**src/rtl/fb_writer.sv**
```systemverilog
// Command-driven framebuffer writer: PIXEL / HLINE / FILL commands, one write per clock.
// Optional macro FB_WRITER_VLINE_EN turns opcode 11 into VLINE (otherwise NOP).
module fb_writer #(
    parameter int X_W     = 6,
    parameter int Y_W     = 6,
    parameter int COLOR_W = 4
) (
    input  logic                 clk,
    input  logic                 rst,
    input  logic                 cmd_valid,
    output logic                 cmd_ready,
    input  logic [1:0]           cmd_op,
    input  logic [X_W-1:0]       cmd_x,
    input  logic [Y_W-1:0]       cmd_y,
    input  logic [X_W-1:0]       cmd_arg,
    input  logic [COLOR_W-1:0]   cmd_color,
    output logic                 fb_we,
    output logic [X_W+Y_W-1:0]   fb_waddr,
    output logic [COLOR_W-1:0]   fb_din,
    output logic                 busy,
    output logic                 done
);
    localparam int AW = X_W + Y_W;

    localparam logic [1:0] OP_PIXEL = 2'b00;
    localparam logic [1:0] OP_HLINE = 2'b01;
    localparam logic [1:0] OP_FILL  = 2'b10;
    localparam logic [1:0] OP_VLINE = 2'b11;

    typedef enum logic {IDLE, RUN} state_t;

    state_t               state, state_n;
    logic [1:0]           op_q, op_n;
    logic [X_W-1:0]       arg_q, arg_n;
    logic                 we_n, done_n, last;
    logic [AW-1:0]        addr_n, nxt;
    logic [COLOR_W-1:0]   din_n;
`ifdef FB_WRITER_VLINE_EN
    logic [Y_W-1:0]       arg_y, cmd_arg_y;
    assign arg_y     = Y_W'(arg_q);
    assign cmd_arg_y = Y_W'(cmd_arg);
`endif

    assign cmd_ready = (state == IDLE);
    assign busy      = (state == RUN);

    always_comb begin
        state_n = state;
        op_n    = op_q;
        arg_n   = arg_q;
        we_n    = 1'b0;
        done_n  = 1'b0;
        addr_n  = fb_waddr;
        din_n   = fb_din;
        nxt     = fb_waddr + AW'(1);
        last    = 1'b1;
        case (state)
            IDLE: begin
                if (cmd_valid) begin
                    op_n   = cmd_op;
                    arg_n  = cmd_arg;
                    din_n  = cmd_color;
                    we_n   = 1'b1;
                    done_n = 1'b1;
                    addr_n = {cmd_y, cmd_x};
                    case (cmd_op)
                        OP_HLINE: begin
                            // arg <= x collapses to a single pixel; no wrap-around lines
                            if (cmd_arg > cmd_x) begin
                                done_n  = 1'b0;
                                state_n = RUN;
                            end
                        end
                        OP_FILL: begin
                            addr_n  = '0;
                            done_n  = 1'b0;
                            state_n = RUN;
                        end
                        OP_VLINE: begin
`ifdef FB_WRITER_VLINE_EN
                            if (cmd_arg_y > cmd_y) begin
                                done_n  = 1'b0;
                                state_n = RUN;
                            end
`else
                            we_n   = 1'b0;
                            addr_n = fb_waddr;
                            din_n  = fb_din;
`endif
                        end
                        default: ;
                    endcase
                end
            end
            RUN: begin
                // termination is checked on the address being written, so the counter never wraps
                case (op_q)
                    OP_HLINE: last = (nxt[X_W-1:0] == arg_q);
                    OP_FILL:  last = &nxt;
`ifdef FB_WRITER_VLINE_EN
                    OP_VLINE: begin
                        nxt  = fb_waddr + (AW'(1) << X_W);
                        last = (nxt[AW-1:X_W] == arg_y);
                    end
`endif
                    default:  last = 1'b1;
                endcase
                we_n   = 1'b1;
                addr_n = nxt;
                if (last) begin
                    done_n  = 1'b1;
                    state_n = IDLE;
                end
            end
            default: state_n = IDLE;
        endcase
    end

    always_ff @(posedge clk or posedge rst) begin
        if (rst) begin
            state    <= IDLE;
            op_q     <= '0;
            arg_q    <= '0;
            fb_we    <= 1'b0;
            fb_waddr <= '0;
            fb_din   <= '0;
            done     <= 1'b0;
        end else begin
            state    <= state_n;
            op_q     <= op_n;
            arg_q    <= arg_n;
            fb_we    <= we_n;
            fb_waddr <= addr_n;
            fb_din   <= din_n;
            done     <= done_n;
        end
    end
endmodule

```
**config.mk**
```make
export PLATFORM = sky130hd
export DESIGN_NAME = fb_writer
export DESIGN_NICKNAME = d
export VERILOG_FILES = /design/src/rtl/fb_writer.sv
export SDC_FILE = /design/constraint.sdc
export NUM_CORES = 1
export LEC_CHECK = 0
export ABC_CLOCK_PERIOD_IN_PS = 3190
export BUFFER_PORTS_ARGS = -buffer_cell sky130_fd_sc_hd__buf_2
export CAP_MARGIN = 40
export CELL_PAD_IN_SITES_DETAIL_PLACEMENT = 0
export CELL_PAD_IN_SITES_GLOBAL_PLACEMENT = 1
export CORE_UTILIZATION = 42
export CTS_CLUSTER_DIAMETER = 60
export DETAILED_ROUTE_END_ITERATION = 8
export MAX_ROUTING_LAYER = met4
export PLACE_DENSITY_LB_ADDON = 0.1
export REMOVE_ABC_BUFFERS = 1
export SETUP_SLACK_MARGIN = 0.02
export SYNTH_ARGS = -nofsm -noshare
export SYNTH_HDL_FRONTEND = slang
export SYNTH_SLANG_ARGS = --single-unit
```
**constraint.sdc**
```tcl
create_clock -name clk -period 3.19 [get_ports clk]
set_clock_uncertainty 0.2 [all_clocks]
set_input_delay 0.319 -clock clk [delete_from_list [all_inputs] [get_ports clk]]
set_output_delay 0.319 -clock clk [all_outputs]
set_load 0.02 [all_outputs]
```
**Yosys cells after proc, flatten, opt, wreduce, memory -nomap -nowiden**

Index checks and enable logic that the tools add are counted.

- Register bits: 27
- Input bits: 27
- Output and inout bits: 20

- Add/sub/neg operators: 1
- Order comparisons: 1
- Equality and inequality tests: 8
- Muxes and demuxes: 18
- Bitwise operators: 2
- Reduce and logical (&&, ||, !) cells: 4

Operator list:

| cell | count |
|---|---|
| 12-bit one-hot mux with 2 select lines | 2 |
| 12-bit by 1-bit adder with 12-bit output, second input constant | 1 |
| 12-bit 2-to-1 mux | 1 |
| 1-bit one-hot mux with 2 select lines | 6 |
| 12-bit AND reduction | 1 |
| 1-bit 2-to-1 mux | 9 |
| 2-bit equality test, second input constant | 3 |
| 6-bit equality test | 1 |
| 6-bit > comparator | 1 |
| 2-bit by 1-bit equality test with 1-bit output, second input constant | 2 |
| 2-bit inequality test, second input constant | 2 |
| 2-bit AND reduction | 2 |
| 3-bit AND reduction | 1 |
| 1-bit NOT | 2 |

**Logic depth before layout (Yosys ltp)**

- Word-level depth: 6
- Depth in mapped cells: 8
- Mapped depth without buffers: 8

**Worst setup path before layout**

OpenSTA, ideal clock, no wires.

- Path type: flip-flop to flip-flop
- Start: register fb_waddr[0]
- End: register state (netlist: busy)
- Setup time: 134 ps
- Arrival: 1675 ps
- Data required time: 2856 ps
- Slack: 1181 ps
- Cell stages (with the launch flop): 8
- Buffers on the path: 0
- Clock period less this slack: 2009 ps
- Cell sequence: dfrtp_1 ha_1 and3_1 nand3_2 o31ai_1 a31oi_1 o21ai_1 o32ai_1

- Longest elaborated chain between the ends: 6

Ends and longest elaborated chain:

| what | RTL line | RTL |
|---|---|---|
| start: declaration | 18 | `output logic [X_W+Y_W-1:0] fb_waddr,` |
| start signal: assignment | 133 | `fb_waddr <= addr_n;` |
| 12-bit by 1-bit adder with 12-bit output (*) | 55 | `nxt = fb_waddr + AW'(1);` |
| 12-bit AND reduction or 6-bit equality test (tied branches) | 99, 98 |  |
| 1-bit one-hot mux with 2 select lines (*) | 97 | `case (op_q)` |
| 1-bit 2-to-1 mux (*) | 57 | `case (state)` |
| 1-bit 2-to-1 mux (*) | 110 | `if (last) begin` |
| 1-bit one-hot mux with 2 select lines (*) | 57 |  |
| named net state_n | 32 | `state_t state, state_n;` |
| end signal: assignment | 129 | `state <= state_n;` |
| end: declaration | 32 |  |

The timed path passes the listed nets; every way through them passes the cells marked *. The select of a mux whose other input is x is not followed.
A chain may end at the register's enable or synchronous reset.

**Worst setup path in the final report**

- Start: register fb_waddr[0]
- End: register done

- Longest elaborated chain between the ends: 6

Ends and longest elaborated chain:

| what | RTL line | RTL |
|---|---|---|
| 12-bit by 1-bit adder with 12-bit output (*) | 55 |  |
| 12-bit AND reduction or 6-bit equality test (tied branches) | 99, 98 |  |
| 1-bit one-hot mux with 2 select lines (*) | 97 |  |
| 1-bit 2-to-1 mux (*) | 57 |  |
| 1-bit 2-to-1 mux (*) | 110 |  |
| 1-bit one-hot mux with 2 select lines (*) | 57 |  |
| named net done_n | 35 | `logic we_n, done_n, last;` |
| end signal: assignment | 135 | `done <= done_n;` |
| end: declaration | 21 | `output logic done` |

Marks and branches as above.

==> metrics.txt <==
# TYPE chip_impl_metric gauge
chip_impl_info{name="outcome",value="finished, final reports clean"} 1
chip_impl_metric{name="timing.final.crit_period",unit="ps"} 2190
chip_impl_info{name="timing_worst_setup_path_type",value="reg -> reg"} 1
chip_impl_metric{name="drt-met1-wl",unit="mm"} 1.74
chip_impl_info{name="root_buffer",value="sky130_fd_sc_hd__clkbuf_8"} 1
chip_impl_info{name="regToRegEndpoint",value="done"} 1
chip_impl_metric{name="num-fill-cells",unit=""} 375
chip_impl_metric{name="gr-total-overflow",unit=""} 0
chip_impl_metric{name="power_switching",unit="uW"} 568
chip_impl_metric{name="power.static_leakage",unit="nW"} 1.05
chip_impl_info{name="crit_path_start_kind",value="register"} 1
chip_impl_metric{name="worst-endpoint-arrival",unit="ps"} 2180
chip_impl_metric{name="maximum_number_of_pins_on_one_net_before_global_route_repair",unit=""} 18
chip_impl_metric{name="data_required_critical_path",unit="ps"} 3180
chip_impl_metric{name="initial_core_util",unit="%"} 45.0
chip_impl_metric{name="synth_area_in_compound_gates",unit="%"} 16.1
chip_impl_metric{name="multi_input_area",unit="um^2"} 902
chip_impl_metric{name="synth_fa_ha_area_share",unit="%"} 9.67
chip_impl_metric{name="placementRows",unit=""} 22
chip_impl_metric{name="timing.setup.tns",unit="ps"} 0
chip_impl_metric{name="cts_inserted_buffers",unit=""} 3
chip_impl_metric{name="number_of_placed_instances_with_taps_included",unit=""} 272
chip_impl_metric{name="route.detailed.drc",unit=""} 0
chip_impl_info{name="reg2reg_from",value="fb_waddr[0]"} 1
chip_impl_metric{name="final_cells",unit=""} 277
chip_impl_metric{name="clkLatencyLatePin",unit="ps"} 270
chip_impl_metric{name="number_of_buffer_and_inverter_instances_along_the_worst_setup_path",unit=""} 0
chip_impl_metric{name="hpwl_after_detailed_placement",unit="mm"} 3.23
chip_impl_info{name="launching_instance_or_port_of_the_critical_path",value="fb_waddr[0]"} 1
chip_impl_metric{name="post_synth_xor_area_fraction",unit="%"} 7.81
chip_impl_metric{name="vdd.ir_drop.worst",unit="mV"} 0.294
chip_impl_metric{name="cts.path.max_buffers",unit=""} 2
chip_impl_metric{name="worst-path-max-fanout",unit=""} 8
chip_impl_metric{name="hold-worst-slack",unit="ps"} 41.9
chip_impl_metric{name="async_flop_share",unit="%"} 100
chip_impl_metric{name="ys.warnings.count",unit=""} 0
chip_impl_metric{name="route.antenna.remaining_nets",unit=""} 0
chip_impl_metric{name="maxSlewHeadroom",unit="%"} 59.2
chip_impl_metric{name="timing.final.hold_violations",unit=""} 0
chip_impl_metric{name="post-cts-setup-buffer-count",unit=""} 0
chip_impl_metric{name="die_h",unit="um"} 65.3
chip_impl_metric{name="seq_area_frac_synth",unit="%"} 40.1
chip_impl_info{name="crit_path_top_delay_cell",value="sky130_fd_sc_hd__dfrtp_1"} 1
chip_impl_metric{name="routed_wire_per_std_cell",unit="um"} 14.7
chip_impl_metric{name="rr_worst_depth",unit=""} 7
chip_impl_info{name="rsz_0062_raised_after_global_routing",value="false"} 1
chip_impl_metric{name="ys_ff_latch",unit=""} 27
chip_impl_metric{name="design.portCount",unit=""} 47
chip_impl_metric{name="regArea",unit="um^2"} 676
chip_impl_metric{name="syn_inst",unit=""} 180
chip_impl_metric{name="htree_levels",unit=""} 1
chip_impl_info{name="crit_path_cell_trace",value="ha_1 -> nand4_2 -> nor3_4 -> xor2_1 -> nand3_1 -> o21ai_1 -> o2bb2ai_1"} 1
chip_impl_metric{name="drt-initial-drc-count",unit=""} 74
chip_impl_metric{name="met2_wirelength",unit="mm"} 2.15
chip_impl_metric{name="clk_pin_slew_worst_paths",unit="ps"} 100
chip_impl_metric{name="areaGrowthSynthToFinish",unit="%"} 21.9
chip_impl_metric{name="cellPowerDensity",unit="mW/mm^2"} 644
chip_impl_metric{name="clockPowerShare",unit="%"} 15.2
chip_impl_info{name="crit_path_end_kind",value="register"} 1
chip_impl_metric{name="x_dimension_of_the_die",unit="um"} 65.3
chip_impl_metric{name="clock.fmax",unit="MHz"} 456
chip_impl_metric{name="port_buffer_cells",unit=""} 46
chip_impl_info{name="hold_path_class",value="in -> reg"} 1
chip_impl_metric{name="max_cap_viol_count",unit=""} 0
chip_impl_info{name="critical_path.top_delay_family",value="flip-flops"} 1
chip_impl_metric{name="crit_cells",unit=""} 7
chip_impl_metric{name="ff2ff_setup_slack",unit="ps"} 1000
chip_impl_metric{name="antenna_found_initial",unit=""} 0
chip_impl_metric{name="netSwitchingFraction",unit="%"} 43.0
chip_impl_metric{name="via_per_inst",unit=""} 5.36
chip_impl_metric{name="p_int",unit="uW"} 753
chip_impl_metric{name="critPathMaxStageDelay",unit="ps"} 520
chip_impl_metric{name="cts.sinks",unit=""} 27
chip_impl_metric{name="global_route.usage.total",unit="%"} 21.3
chip_impl_metric{name="dr.pass1.iters",unit=""} 5
chip_impl_info{name="crit_end",value="done"} 1
chip_impl_metric{name="tightestPinTransition",unit="ps"} 611
chip_impl_metric{name="synth.lib_cells_used.distinct",unit=""} 40
chip_impl_metric{name="synth_area",unit="mm^2"} 0.00168
chip_impl_metric{name="syn-mean-instance-area",unit="um^2"} 9.35
chip_impl_info{name="cts_tree",value="built"} 1
chip_impl_info{name="topRoutingLayerUsed",value="met4"} 1
chip_impl_metric{name="finalMaxSlewViolations",unit=""} 0
chip_impl_metric{name="muxShareOfSynthArea",unit="%"} 2.68
chip_impl_metric{name="die_area",unit="mm^2"} 0.00426
chip_impl_metric{name="synth_edf_count",unit=""} 0
chip_impl_metric{name="grt_first_pass_wirelength",unit="mm"} 6.67
chip_impl_info{name="main_combinational_cell_family_by_area_after_synthesis",value="simple AND/OR/NAND/NOR gates"} 1
chip_impl_metric{name="core_area",unit="mm^2"} 0.00374
chip_impl_metric{name="final_nets",unit=""} 270
chip_impl_metric{name="pwr-share-seq",unit="%"} 42.8
chip_impl_metric{name="place.gp.congestion",unit=""} 0.846
chip_impl_metric{name="dr_wl_met3",unit="um"} 163
chip_impl_metric{name="first_global_vias",unit=""} 1410
chip_impl_metric{name="combPwrFrac",unit="%"} 42.0
chip_impl_metric{name="routed_wirelength",unit="mm"} 4.07
chip_impl_metric{name="routed-via-count",unit=""} 1484
chip_impl_metric{name="antenna_cells_inserted",unit=""} 0
chip_impl_metric{name="layout_cell_share_with_drive_strength_beyond_1",unit="%"} 28.4
chip_impl_metric{name="final.period_utilization",unit="%"} 68.7
chip_impl_metric{name="synth_simple_gate_area_share",unit="%"} 17.3
chip_impl_metric{name="setup_viol",unit=""} 0
chip_impl_info{name="yosys_most_used_dff",value="sky130_fd_sc_hd__dfrtp_1"} 1
## per-stage QoR
step | util (%) | power (mW) | setup WS (ps) | area (um^2)
2_1_floorplan | - | 0.926 | 999 | 1660
3_3_place_gp | 52.5 | 1.11 | 1100 | 1970
3_5_place_dp | 53.2 | 1.13 | 1050 | 1990
4_1_cts | 54.8 | 1.33 | 999 | 2050
5_1_grt | 54.8 | 1.41 | 781 | 2050
6_report | 54.8 | 1.32 | 999 | 2050
## cell type report
| cell class | instances | share of cell area (%) |
|---|---|---|
| multi-input cells | 126 | 44.0 |
| flip-flops and latches | 27 | 32.9 |
| repair buffers | 50 | 13.8 |
| inverters | 22 | 4.02 |
| well taps | 48 | 2.93 |
| clock buffers | 3 | 2.01 |
| clock inverters | 1 | 0.366 |
## placed cells by master (no fill, tap or decap), types with 2 or more instances in the layout
| master | synthesis | routed |
|---|---|---|
| sky130_fd_sc_hd__a21o_1 | 3 | 3 |
| sky130_fd_sc_hd__a21oi_1 | 6 | 6 |
| sky130_fd_sc_hd__a221o_1 | 5 | 5 |
| sky130_fd_sc_hd__a222oi_1 | 3 | 3 |
| sky130_fd_sc_hd__a31oi_1 | 4 | 4 |
| sky130_fd_sc_hd__buf_2 | 3 | 46 |
| sky130_fd_sc_hd__buf_4 | 0 | 2 |
| sky130_fd_sc_hd__clkbuf_8 | 0 | 3 |
| sky130_fd_sc_hd__dfrtp_1 | 27 | 27 |
| sky130_fd_sc_hd__ha_1 | 13 | 13 |
| sky130_fd_sc_hd__inv_1 | 20 | 20 |
| sky130_fd_sc_hd__mux2_2 | 4 | 4 |
| sky130_fd_sc_hd__nand2_1 | 24 | 24 |
| sky130_fd_sc_hd__nand3_1 | 8 | 8 |
| sky130_fd_sc_hd__nand4_2 | 2 | 2 |
| sky130_fd_sc_hd__nor2_1 | 6 | 6 |
| sky130_fd_sc_hd__nor2b_1 | 2 | 2 |
| sky130_fd_sc_hd__nor3_1 | 4 | 4 |
| sky130_fd_sc_hd__o21ai_0 | 9 | 9 |
| sky130_fd_sc_hd__xnor2_1 | 8 | 8 |
| sky130_fd_sc_hd__xor2_1 | 7 | 7 |
## synthesized netlist by cell type, drive strengths merged, types with 2 or more instances
cell type,instances,area share (%)
buf,3,0.89
dfrtp,27,40
a221o,5,3.0
nor4,2,1.1
ha,13,9.7
clkbuf,2,0.45
nand2,25,5.7
nand3,9,3.0
o21ai,10,3.0
mux2,4,2.7
xor2,7,3.6
nor3,5,2.2
a21o,3,1.3
xnor2,8,4.2
a222oi,3,1.8
nor2b,2,0.74
a31oi,4,1.5
a21oi,6,1.8
nor2,7,2.0
inv,21,4.7
nand4,3,1.9
## worst reg2reg max path: stages (launching register included)
cell                        delay, ps
sky130_fd_sc_hd__dfrtp_1          520
sky130_fd_sc_hd__ha_1             270
sky130_fd_sc_hd__nand4_2          170
sky130_fd_sc_hd__nor3_4           260
sky130_fd_sc_hd__xor2_1           190
sky130_fd_sc_hd__nand3_1           80
sky130_fd_sc_hd__o21ai_1          240
sky130_fd_sc_hd__o2bb2ai_1        170
## cells by family (layout without fill, tap and decap cells)
| logic type | after synthesis | in the layout |
|---|---|---|
| AO/OA/AOI/OAI | 39 | 39 |
| XOR/XNOR | 15 | 15 |
| adder cells (fa/ha/maj) | 13 | 13 |
| buffers and inverters | 27 | 76 |
| flip-flops | 27 | 27 |
| multiplexers | 4 | 4 |
| AND/OR/NAND/NOR | 55 | 55 |
## sequential cells by signal, summed over array words and instances, names as in the netlist
register / flops
fb_we: 1
fb_din: 4
done: 1
op_q: 2
busy: 1
fb_waddr: 12
arg_q: 6
## power groups by stage
stage / combinational, mW / clock (mW) / sequential, mW
3_5_place_dp: 0.556 / 0 / 0.574
4_1_cts: 0.561 / 0.207 / 0.567
6_report: 0.555 / 0.201 / 0.565
2_1_floorplan: 0.292 / 0 / 0.634
3_3_place_gp: 0.542 / 0 / 0.569
5_1_grt: 0.616 / 0.215 / 0.581
## metal layers
metal	global-route usage [%]	up-vias
met5	-	-
met4	6.52	0
met3	2.95	2
met2	36.2	39
met1	26.1	716
li1	-	727
## what timing repair did
action / CTS / global route
endpoints found under the hold margin: 10 / 0
hold buffers: 1 / 0
gates resized for setup: 0 / 0
## worst min-delay path by stage
| stage | start | endpoint | cells after the start |
|---|---|---|---|
| 2_1_floorplan | rst | arg_q[0] | 1 |
| 3_3_place_gp | fb_din[0] | fb_din[0] | 1 |
| 3_5_place_dp | rst | fb_waddr[10] | 2 |
| 4_1_cts | cmd_y[4] | fb_waddr[10] | 2 |
| 5_1_grt | cmd_y[4] | fb_waddr[10] | 2 |
| 6_report | cmd_y[4] | fb_waddr[10] | 2 |
No activity file was read; power rests on OpenSTA's default activity.
